<file path="src/rtl/multicycle_control_unit.sv">
`default_nettype none
// ============================================================================
// Module   : multicycle_control_unit
// Purpose  : FETCH/DECODE/EXEC/MEM/WB sequencer driving datapath enables, with
//            memory ready handshakes, wait timeout, illegal-op and HALT.
// Revision : 1.0 - initial release
// ============================================================================
module multicycle_control_unit #(
    parameter int unsigned           OPCODE_W    = 4,
    parameter int unsigned           FUNCT_W     = 4,
    parameter int unsigned           ALUOP_W     = 4,
    parameter int unsigned           TIMEOUT     = 16,
    parameter logic [OPCODE_W-1:0]   HALT_OPCODE = OPCODE_W'(4'hF)
) (
    input  logic                clk,
    input  logic                rst_n,
    input  logic [OPCODE_W-1:0] opcode,
    input  logic [FUNCT_W-1:0]  function_code,
    input  logic                imem_ready,
    input  logic                dmem_ready,
    output logic                imem_req,
    output logic                ir_write,
    output logic                pc_inc,
    output logic                RegDst,
    output logic                RegWrite,
    output logic                Branch,
    output logic                branch_ne,
    output logic                Jump,
    output logic [ALUOP_W-1:0]  ALUop,
    output logic                ALUSource,
    output logic                MemRead,
    output logic                MemWrite,
    output logic                RegWriteSource,
    output logic                illegal_op,
    output logic                bus_error,
    output logic                halted,
    output logic [2:0]          state
);

    typedef enum logic [2:0] {
        S_FETCH  = 3'd0,
        S_DECODE = 3'd1,
        S_EXEC   = 3'd2,
        S_MEM    = 3'd3,
        S_WB     = 3'd4,
        S_HALT   = 3'd5
    } state_t;

    state_t                state_q, state_d;
    logic [OPCODE_W-1:0]   op_q, op_d;
    logic [FUNCT_W-1:0]    fn_q, fn_d;

    logic                  w_is_r, w_is_lw, w_is_sw, w_is_addi;
    logic                  w_is_beq, w_is_bne, w_is_jmp, w_is_halt;
    logic                  w_r_legal;
    logic [ALUOP_W-1:0]    w_r_aluop;
    logic                  w_waiting;
    logic                  w_timeout;

    assign w_is_r    = (op_q == OPCODE_W'(0));
    assign w_is_lw   = (op_q == OPCODE_W'(1));
    assign w_is_sw   = (op_q == OPCODE_W'(2));
    assign w_is_addi = (op_q == OPCODE_W'(3));
    assign w_is_beq  = (op_q == OPCODE_W'(4));
    assign w_is_bne  = (op_q == OPCODE_W'(5));
    assign w_is_jmp  = (op_q == OPCODE_W'(6));
    assign w_is_halt = (op_q == HALT_OPCODE);
    assign w_r_legal = (fn_q <= FUNCT_W'(3));
    assign w_r_aluop = ALUOP_W'(fn_q);

    // A wait cycle is one spent in a memory phase whose ready is still low.
    assign w_waiting = ((state_q == S_FETCH) && !imem_ready) ||
                       ((state_q == S_MEM)   && !dmem_ready);

    generate
        if (TIMEOUT > 0) begin : g_timeout
            localparam int unsigned          CNT_W   = $clog2(TIMEOUT + 1);
            localparam logic [CNT_W-1:0]     C_LIMIT = CNT_W'(TIMEOUT - 1);
            localparam logic [CNT_W-1:0]     C_MAX   = CNT_W'(TIMEOUT);

            logic [CNT_W-1:0] wait_cnt_q, wait_cnt_d;

            // Fires on the TIMEOUT-th consecutive wait cycle; ready wins a tie.
            assign w_timeout = w_waiting && (wait_cnt_q == C_LIMIT);

            always_comb begin
                wait_cnt_d = '0;
                if (w_waiting && !w_timeout) begin
                    wait_cnt_d = (wait_cnt_q == C_MAX) ? wait_cnt_q : wait_cnt_q + 1'b1;
                end
            end

            always_ff @(posedge clk or negedge rst_n) begin
                if (!rst_n) begin
                    wait_cnt_q <= '0;
                end else begin
                    wait_cnt_q <= wait_cnt_d;
                end
            end
        end else begin : g_no_timeout
            assign w_timeout = 1'b0;
        end
    endgenerate

    always_ff @(posedge clk or negedge rst_n) begin
        if (!rst_n) begin
            state_q <= S_FETCH;
            op_q    <= '0;
            fn_q    <= '0;
        end else begin
            state_q <= state_d;
            op_q    <= op_d;
            fn_q    <= fn_d;
        end
    end

    always_comb begin
        state_d        = state_q;
        op_d           = op_q;
        fn_d           = fn_q;
        imem_req       = 1'b0;
        ir_write       = 1'b0;
        pc_inc         = 1'b0;
        RegDst         = 1'b0;
        RegWrite       = 1'b0;
        Branch         = 1'b0;
        branch_ne      = 1'b0;
        Jump           = 1'b0;
        ALUop          = '0;
        ALUSource      = 1'b0;
        MemRead        = 1'b0;
        MemWrite       = 1'b0;
        RegWriteSource = 1'b0;
        illegal_op     = 1'b0;
        bus_error      = 1'b0;
        halted         = 1'b0;

        case (state_q)
            S_FETCH: begin
                imem_req = 1'b1;
                if (imem_ready) begin
                    ir_write = 1'b1;
                    pc_inc   = 1'b1;
                    state_d  = S_DECODE;
                end else if (w_timeout) begin
                    bus_error = 1'b1;
                end
            end
            S_DECODE: begin
                op_d    = opcode;
                fn_d    = function_code;
                state_d = S_EXEC;
            end
            S_EXEC: begin
                state_d = S_FETCH;
                if (w_is_r && w_r_legal) begin
                    ALUop   = w_r_aluop;
                    RegDst  = 1'b1;
                    state_d = S_WB;
                end else if (w_is_lw || w_is_sw) begin
                    ALUSource = 1'b1;
                    state_d   = S_MEM;
                end else if (w_is_addi) begin
                    ALUSource = 1'b1;
                    state_d   = S_WB;
                end else if (w_is_beq || w_is_bne) begin
                    Branch    = 1'b1;
                    branch_ne = w_is_bne;
                    ALUop     = ALUOP_W'(1);
                end else if (w_is_jmp) begin
                    Jump = 1'b1;
                end else if (w_is_halt) begin
                    state_d = S_HALT;
                end else begin
                    illegal_op = 1'b1;
                end
            end
            S_MEM: begin
                ALUSource = 1'b1;
                MemRead   = w_is_lw;
                MemWrite  = w_is_sw;
                if (dmem_ready) begin
                    state_d = w_is_lw ? S_WB : S_FETCH;
                end else if (w_timeout) begin
                    bus_error = 1'b1;
                    state_d   = S_FETCH;
                end
            end
            S_WB: begin
                RegWrite       = 1'b1;
                RegDst         = w_is_r;
                RegWriteSource = w_is_lw;
                ALUop          = w_is_r ? w_r_aluop : '0;
                ALUSource      = !w_is_r;
                state_d        = S_FETCH;
            end
            S_HALT: begin
                halted = 1'b1;
            end
            default: begin
                state_d = S_FETCH;
            end
        endcase

        // Hold every control output quiet while reset is asserted.
        if (!rst_n) begin
            imem_req       = 1'b0;
            ir_write       = 1'b0;
            pc_inc         = 1'b0;
            RegDst         = 1'b0;
            RegWrite       = 1'b0;
            Branch         = 1'b0;
            branch_ne      = 1'b0;
            Jump           = 1'b0;
            ALUop          = '0;
            ALUSource      = 1'b0;
            MemRead        = 1'b0;
            MemWrite       = 1'b0;
            RegWriteSource = 1'b0;
            illegal_op     = 1'b0;
            bus_error      = 1'b0;
            halted         = 1'b0;
        end
    end

    assign state = state_q;

endmodule
`default_nettype wire
</file>
<file path="config.mk">
export PLATFORM = sky130hd
export DESIGN_NAME = multicycle_control_unit
export DESIGN_NICKNAME = d
export VERILOG_FILES = /design/src/rtl/multicycle_control_unit.sv
export SDC_FILE = /design/constraint.sdc
export NUM_CORES = 1
export LEC_CHECK = 0
export CELL_PAD_IN_SITES_DETAIL_PLACEMENT = 1
export CELL_PAD_IN_SITES_GLOBAL_PLACEMENT = 1
export CORE_MARGIN = 8
export CORE_UTILIZATION = 34
export DETAILED_ROUTE_END_ITERATION = 8
export GPL_ROUTABILITY_DRIVEN = 0
export PLACE_DENSITY = 0.82
export SYNTH_ARGS = -nofsm -noshare
export SYNTH_HDL_FRONTEND = slang
export SYNTH_SLANG_ARGS = --single-unit
</file>
<file path="constraint.sdc">
create_clock -name clk -period 2 [get_ports clk]
set_input_delay 0.4 -clock clk [delete_from_list [all_inputs] [get_ports clk]]
set_output_delay 0.4 -clock clk [all_outputs]
set_load 0.02 [all_outputs]
</file>
==> out/qor.txt, run 1 <==
Top-area cell type share of the netlist area: 0.3612
Max_slew headroom: 0.5952
NumNets Final: 215
R2R Path Start: g_timeout.wait_cnt_q[0]
Placeable Area: 0.003078 sq mm
Distinct cells, synth: 40
Avg WL per Cell: 25.57 um
Io pins: 34
Via-per-instance ratio: 5.588
Root Buffer Master: clkbuf_4
EDFF count, synth: 0
Total track usage: 0.2062
Final hold viol count: 0
VDD IR-drop max: 0.0007861 V
Ratio of cells with drive above 1 in the final layout: 0.6181
Area leader, netlist: dfrtp_1
# setup viols final: 14
Synth Warn #: 0
Initial DRT Pass Iterations: 4
Die ar.: 0.005344 sq mm
Antenna diodes: 0
Area of the multi-input gates: 763.2 sq um
Global-route wire length before repair: 8252 um
CTS tree: yes
Num rows: 20
Reg2Reg Depth: 6
Asr flop ratio synth: 1.000
Main synth FF type: dfrtp_1
Critical Path End: ALUSource
Part of the Yosys area used for sequential elements: 0.3612
Peak Freq: 0.4043 GHz
Post-DP HPWL: 3233 um
CP Class: reg2out
Post-Syn Area per Cell: 9.810 sq um
Fillers: 328
Total design power: 2838 uW
Initial Util: 0.3602
CP startpoint: op_q[2]
Path category of the worst min-delay check: in2async
Via count: 1358
RSZ-0062 raised after global routing: true
Largest net degree at the start of global routing: 10
Crit Path Max Fanout: 4
CTS sink count: 16
Synth-to-layout area growth: 85.55%
Clock Path Buffers: 2
Cell area after synthesis: 0.001109 sq mm
Skew final: 0.003274 ns
Die width: 73.10 um
H-tree level count: 1
Worst Setup End Kind: output pin
Part of the cycle the worst path needs: 1.237
Grt ovf: 0
Iter 0 DRT Violations: 128
Vias in the first global route: 1452
CTS Buf Count: 3
Synthesized netlist cell count: 113
Routed Antenna Nets: 0
Clock transition at path regs: 0.11 ns
Run status: finished with violations
Slew Viols, Final: 0
Die H: 73.10 um
Hold_buf cts: 0
Failing checks: setup timing
Crit path time final: 2.474 ns
Reg area: 405.4 sq um
Initial antenna violation count: 0
WP data required: 1.60 ns
Critical Path AT: 2.07 ns
Register-to-register setup slack: 0.11 ns
Mapped Nets: 128
Synthesized flop and latch total: 16
Top post-synthesis cells by area: dfrtp_1, mux2_2, buf_6
Total of max-cap violations: 0
Hold slack: 0.3723 ns
Worst-Margin Slew: 0.6056 ns
I/O Buffers: 33
Worst setup margin: -0.4737 ns
Drt total wl: 6214 um
DRC: 0
RR Endpoint: g_timeout.wait_cnt_q[1]
PD cells: 1380 mW/mm^2
Cell leakage power: 0.0009254 uW
CP Launch Type: flip-flop
Clk Latency, worst-skew pair: 0.31 ns
[layer usage]
metal	routed length (um)	vias up	GRT usage
li1	-	585	-
met1	2468	690	0.2264
met2	3150	61	0.3664
met3	311	22	0.03846
met4	284	0	0.1044
met5	0	-	0
[worst min path at each step]
stage,from,endpoint,depth (start not counted)
5_1_grt,rst_n,op_q[3],3
6_report,rst_n,op_q[3],3
4_1_cts,rst_n,fn_q[1],3
3_5_place_dp,fn_q[1],fn_q[1],1
3_3_place_gp,fn_q[1],fn_q[1],1
2_1_floorplan,rst_n,fn_q[0],0
[state kept, by name, indices dropped and copies added (netlist names)]
register	flops
state	3
g_timeout.wait_cnt_q	5
fn_q	4
op_q	4
[report_power, final]
group          internal, uW  switching [uW]  total [uW]  leakage [uW]
clock network           111             128         239     0.0000210
logic                   966             988        1950      0.000707
registers               457             187         645      0.000197
[through the flow]
stage	util	worst slack [ns]	TNS [ns]	area, sq um	instances
global placement	0.5646	-0.5080	-7.607	1738	221
finish	0.6683	-0.4737	-2.822	2057	243
CTS	0.6309	-0.3065	-1.763	1942	236
floorplan	-	-0.03108	-0.06732	1130	113
detailed placement	0.5646	-0.6179	-8.522	1738	221
global route	0.6683	-0.5200	-3.405	2057	243
[critical path: stages, from the launching register on]
cell and delay (ns):
dfrtp_2 0.47, nor4_4 0.36, buf_4 0.20, buf_6 0.10, nor3_2 0.04, o211ai_1 0.26
o31ai_1 0.14, buf_4 0.18
[cell usage after synthesis (all sizes together), types with 2 or more instances]
cell type / instances
a21oi: 3
a32oi: 3
and2: 3
and3: 4
buf: 9
dfrtp: 16
ha: 3
inv: 5
mux2: 8
nand2: 5
nand2b: 3
nand3: 4
nand4: 4
nor2: 9
nor3: 8
o21ai: 2
o31ai: 3
or4b: 2
xnor2: 3
[cell type report]
type | instances | area share
sequential | 16 | 0.1971
multi-input combinational | 83 | 0.3710
timing repair buffer | 91 | 0.3771
clock buffer | 4 | 0.01764
tap | 44 | 0.02676
inverter | 5 | 0.01034
[what timing repair did]
item | CTS | global route
resized for setup | 125 | 25
pin swaps | 8 | 13
endpoints found under the setup margin | 20 | 19
buffers inserted | 11 | 9
[layout by cell type, fill, tap and decap left out, types with 2 or more instances in the layout]
master	n
clkbuf_2	2
nand2b_4	2
clkbuf_4	4
dfrtp_1	12
or4b_4	2
dfrtp_2	4
clkdlybuf4s50_1	12
mux2_2	8
and3_4	3
nand2_1	4
ha_1	3
nor3_2	5
a21oi_1	2
buf_6	18
xnor2_1	3
nand4_1	4
and2_4	3
nor2_1	8
dlygate4sd2_1	2
o21ai_0	2
nand3_1	4
o31ai_1	2
nor3_4	3
a32oi_1	3
buf_4	55
inv_1	4
[cell families (layout without fill, tap and decap cells)]
kind of cell / Yosys count / count (layout) / synth area share
xor+xnor: 4 / 4 / 0.03161
compound gates: 17 / 17 / 0.1084
mux: 9 / 9 / 0.09030
flops: 16 / 16 / 0.3612
simple gates: 50 / 50 / 0.2878
buf+inv: 14 / 100 / 0.08690
fa+ha+maj: 3 / 3 / 0.03386
Power figures use the tool's default switching activity.
==> run 2, diff against run 1 <==
--- a/config.mk
+++ b/config.mk
@@ -12,6 +12,7 @@
 export DETAILED_ROUTE_END_ITERATION = 8
 export GPL_ROUTABILITY_DRIVEN = 0
 export PLACE_DENSITY = 0.82
+export SKIP_CTS_REPAIR_TIMING = 1
 export SYNTH_ARGS = -nofsm -noshare
 export SYNTH_HDL_FRONTEND = slang
 export SYNTH_SLANG_ARGS = --single-unit
==> run 2 against run 1 <==
Net effect: the run still ends with setup timing left; total power shrank 11%; clock power shrank 3%; combinational power shrank 15%; final area shrank 6.7%; first-iteration DRC count shrank 43%; count of clock-buffer cells in the layout is the same; critical endpoint is now ALUop[0]; wire length shrank 20%; largest cell class is now multi-input combinational cells; sequential power shrank 3.9%.
==> out/qor.txt, run 2 (synthesis gave the netlist of run 1 again) <==
Avg WL per Cell: 21.38 um (-16%)
Worst setup margin: -0.3546 ns (+0.1191 ns)
H-tree level count: 1 (unchanged)
Cell leakage power: 0.0008829 uW (-4.6%)
Drt total wl: 4982 um (-20%)
M2 GR Usage: 0.2880 (-0.07845)
Total track usage: 0.1674 (-0.03885)
Critical Path AT: 1.95 ns (-0.12 ns)
Final hold viol count: 0 (unchanged)
Part of the cycle the worst path needs: 1.177 (-0.05955)
Skew final: 0.001817 ns (-0.001457 ns)
Die width: 73.10 um (unchanged)
Placeable Area: 0.003078 sq mm (unchanged)
Crit path time final: 2.355 ns (-0.1191 ns)
Vias in the first global route: 1323 (-8.9%)
NumNets Final: 204 (-5.1%)
Worst Setup End Kind: output pin
Via-per-instance ratio: 5.403 (-3.3%)
Routed Antenna Nets: 0 (unchanged)
Path category of the worst min-delay check: in2async
Num rows: 20 (unchanged)
Final Non-Filler Cells: 233 (-4.1%)
CTS Buf Count: 3 (unchanged)
PD cells: 1309 mW/mm^2 (-5.1%)
Placed cells: 221 (unchanged)
DRC: 0 (unchanged)
Max reg flops: 5 (unchanged)
Reg area: 404.1 sq um (-0.31%)
Largest regs: g_timeout.wait_cnt_q: 5 flops, fn_q: 4 flops, op_q: 4 flops
CTS tree: yes
Iter 0 DRT Violations: 73 (-43%)
Run status: finished with violations
Largest register by flop count: g_timeout.wait_cnt_q
Global-route wire length before repair: 6865 um (-17%)
I/O Buffers: 33 (unchanged)
CP Class: reg2out
Ratio of cells with drive above 1 in the final layout: 0.6011 (-0.01703)
Max_slew headroom: 0.6007 (+0.005509)
CP Launch Type: flip-flop
Grt ovf: 0 (unchanged)
Post-DP HPWL: 3233 um (unchanged)
Most common cell after layout, fill and taps aside: buf_4
RSZ-0062 raised after global routing: true
Failing checks: setup timing
Met3 Usage GRT: 0.03984 (+0.001374)
CTS sink count: 16 (unchanged)
Initial antenna violation count: 1 (+1)
Clk Latency, worst-skew pair: 0.30 ns (about the same)
WP data required: 1.60 ns (about the same)
# setup viols final: 14 (unchanged)
Slew Viols, Final: 0 (unchanged)
Peak Freq: 0.4247 GHz (+5.1%)
Total of max-cap violations: 0 (unchanged)
Crit Path Max Fanout: 6 (+2)
Clock Path Buffers: 2 (unchanged)
Via count: 1259 (-7.3%)
Most frequent cells in the layout: buf_4, dfrtp_1, clkdlybuf4s50_1, mux2_2
Synth-to-layout area growth: 73.14%
Die H: 73.10 um (unchanged)
VDD IR-drop max: 0.0006921 V (-12%)
Fillers: 357 (+8.8%)
Area of the multi-input gates: 745.7 sq um (-2.3%)
Busiest metal layer after global routing: met2
Root Buffer Master: clkbuf_4
Initial DRT Pass Iterations: 5 (+1)
Clock transition at path regs: 0.11 ns (about the same)
Initial Util: 0.3602 (unchanged)
Die ar.: 0.005344 sq mm (unchanged)
Io pins: 34 (unchanged)
Worst-Margin Slew: 0.5974 ns (-0.008242 ns)
Hold slack: 0.2529 ns (-0.1194 ns)
Met1 GRT Util: 0.1911 (-0.03525)
Util after Layout: 0.6236 (-0.04472)
Largest net degree at the start of global routing: 10 (unchanged)
## run 2: cell types whose count changed in the layout (fill, tap and decap cells not counted), moves of 2 or more
| cell | previous run | this run |
|---|---|---|
| and2_2 | 0 | 3 |
| and2_4 | 3 | 0 |
| buf_2 | 1 | 5 |
| buf_4 | 55 | 51 |
| buf_6 | 18 | 7 |
| dlygate4sd2_1 | 2 | 0 |
| dlymetal6s2s_1 | 0 | 4 |
| nor3_2 | 5 | 7 |
| nor3_4 | 3 | 1 |
## run 2: per-layer routing
metal	wire [um]	vias up	share of wire
li1	-	562	-
met5	0	-	0
met1	1941	618	0.39
met4	204	0	0.041
met2	2494	63	0.50
met3	341	16	0.068
## run 2: final timing paths
path                         start  slack (ns)        to  cells after the start
max                        op_q[2]       -0.35  ALUop[0]                      5
min                          rst_n        0.25   op_q[1]                      3
max reg2reg                op_q[2]        0.23  state[1]                      6
min reg2reg                fn_q[1]        0.52   fn_q[1]                      1
max in group asynchronous    rst_n        1.44  state[1]                      4
min in group clk           fn_q[1]        0.52   fn_q[1]                      1
## run 2: through the flow
step                      TNS [ns]  power (uW)  setup slack [ns]  cell area (sq um)
final                       -2.258        2513           -0.3546               1919
after global routing        -3.157        2624           -0.4292               1919
after global placement      -7.607        1880           -0.5080               1738
after CTS                   -11.18        2240           -0.7211               1774
after floorplan           -0.06732        1367          -0.03108               1130
after detailed placement    -8.522        1978           -0.6179               1738
## run 2: cell type report
cell class	instances	area share
repair buffers	80	0.3422
flip-flops and latches	16	0.2106
clock buffers	4	0.01890
well taps	44	0.02868
inverters	5	0.009778
multi-input cells	83	0.3885
diodes	1	0.001304
## run 2: where the power goes
part	switching [uW]	leakage [uW]	internal [uW]
Combinational	844	0.000663	818
Sequential	165	0.000198	455
Clock	120	0.0000210	111
Total	1130	0.000883	1380
## run 2: critical path, stage by stage, from the launching register on
cell and delay (ns):
dfrtp_2 0.49, nor4_4 0.42, buf_4 0.18, nand4_1 0.12, a221oi_2 0.26, buf_4 0.19
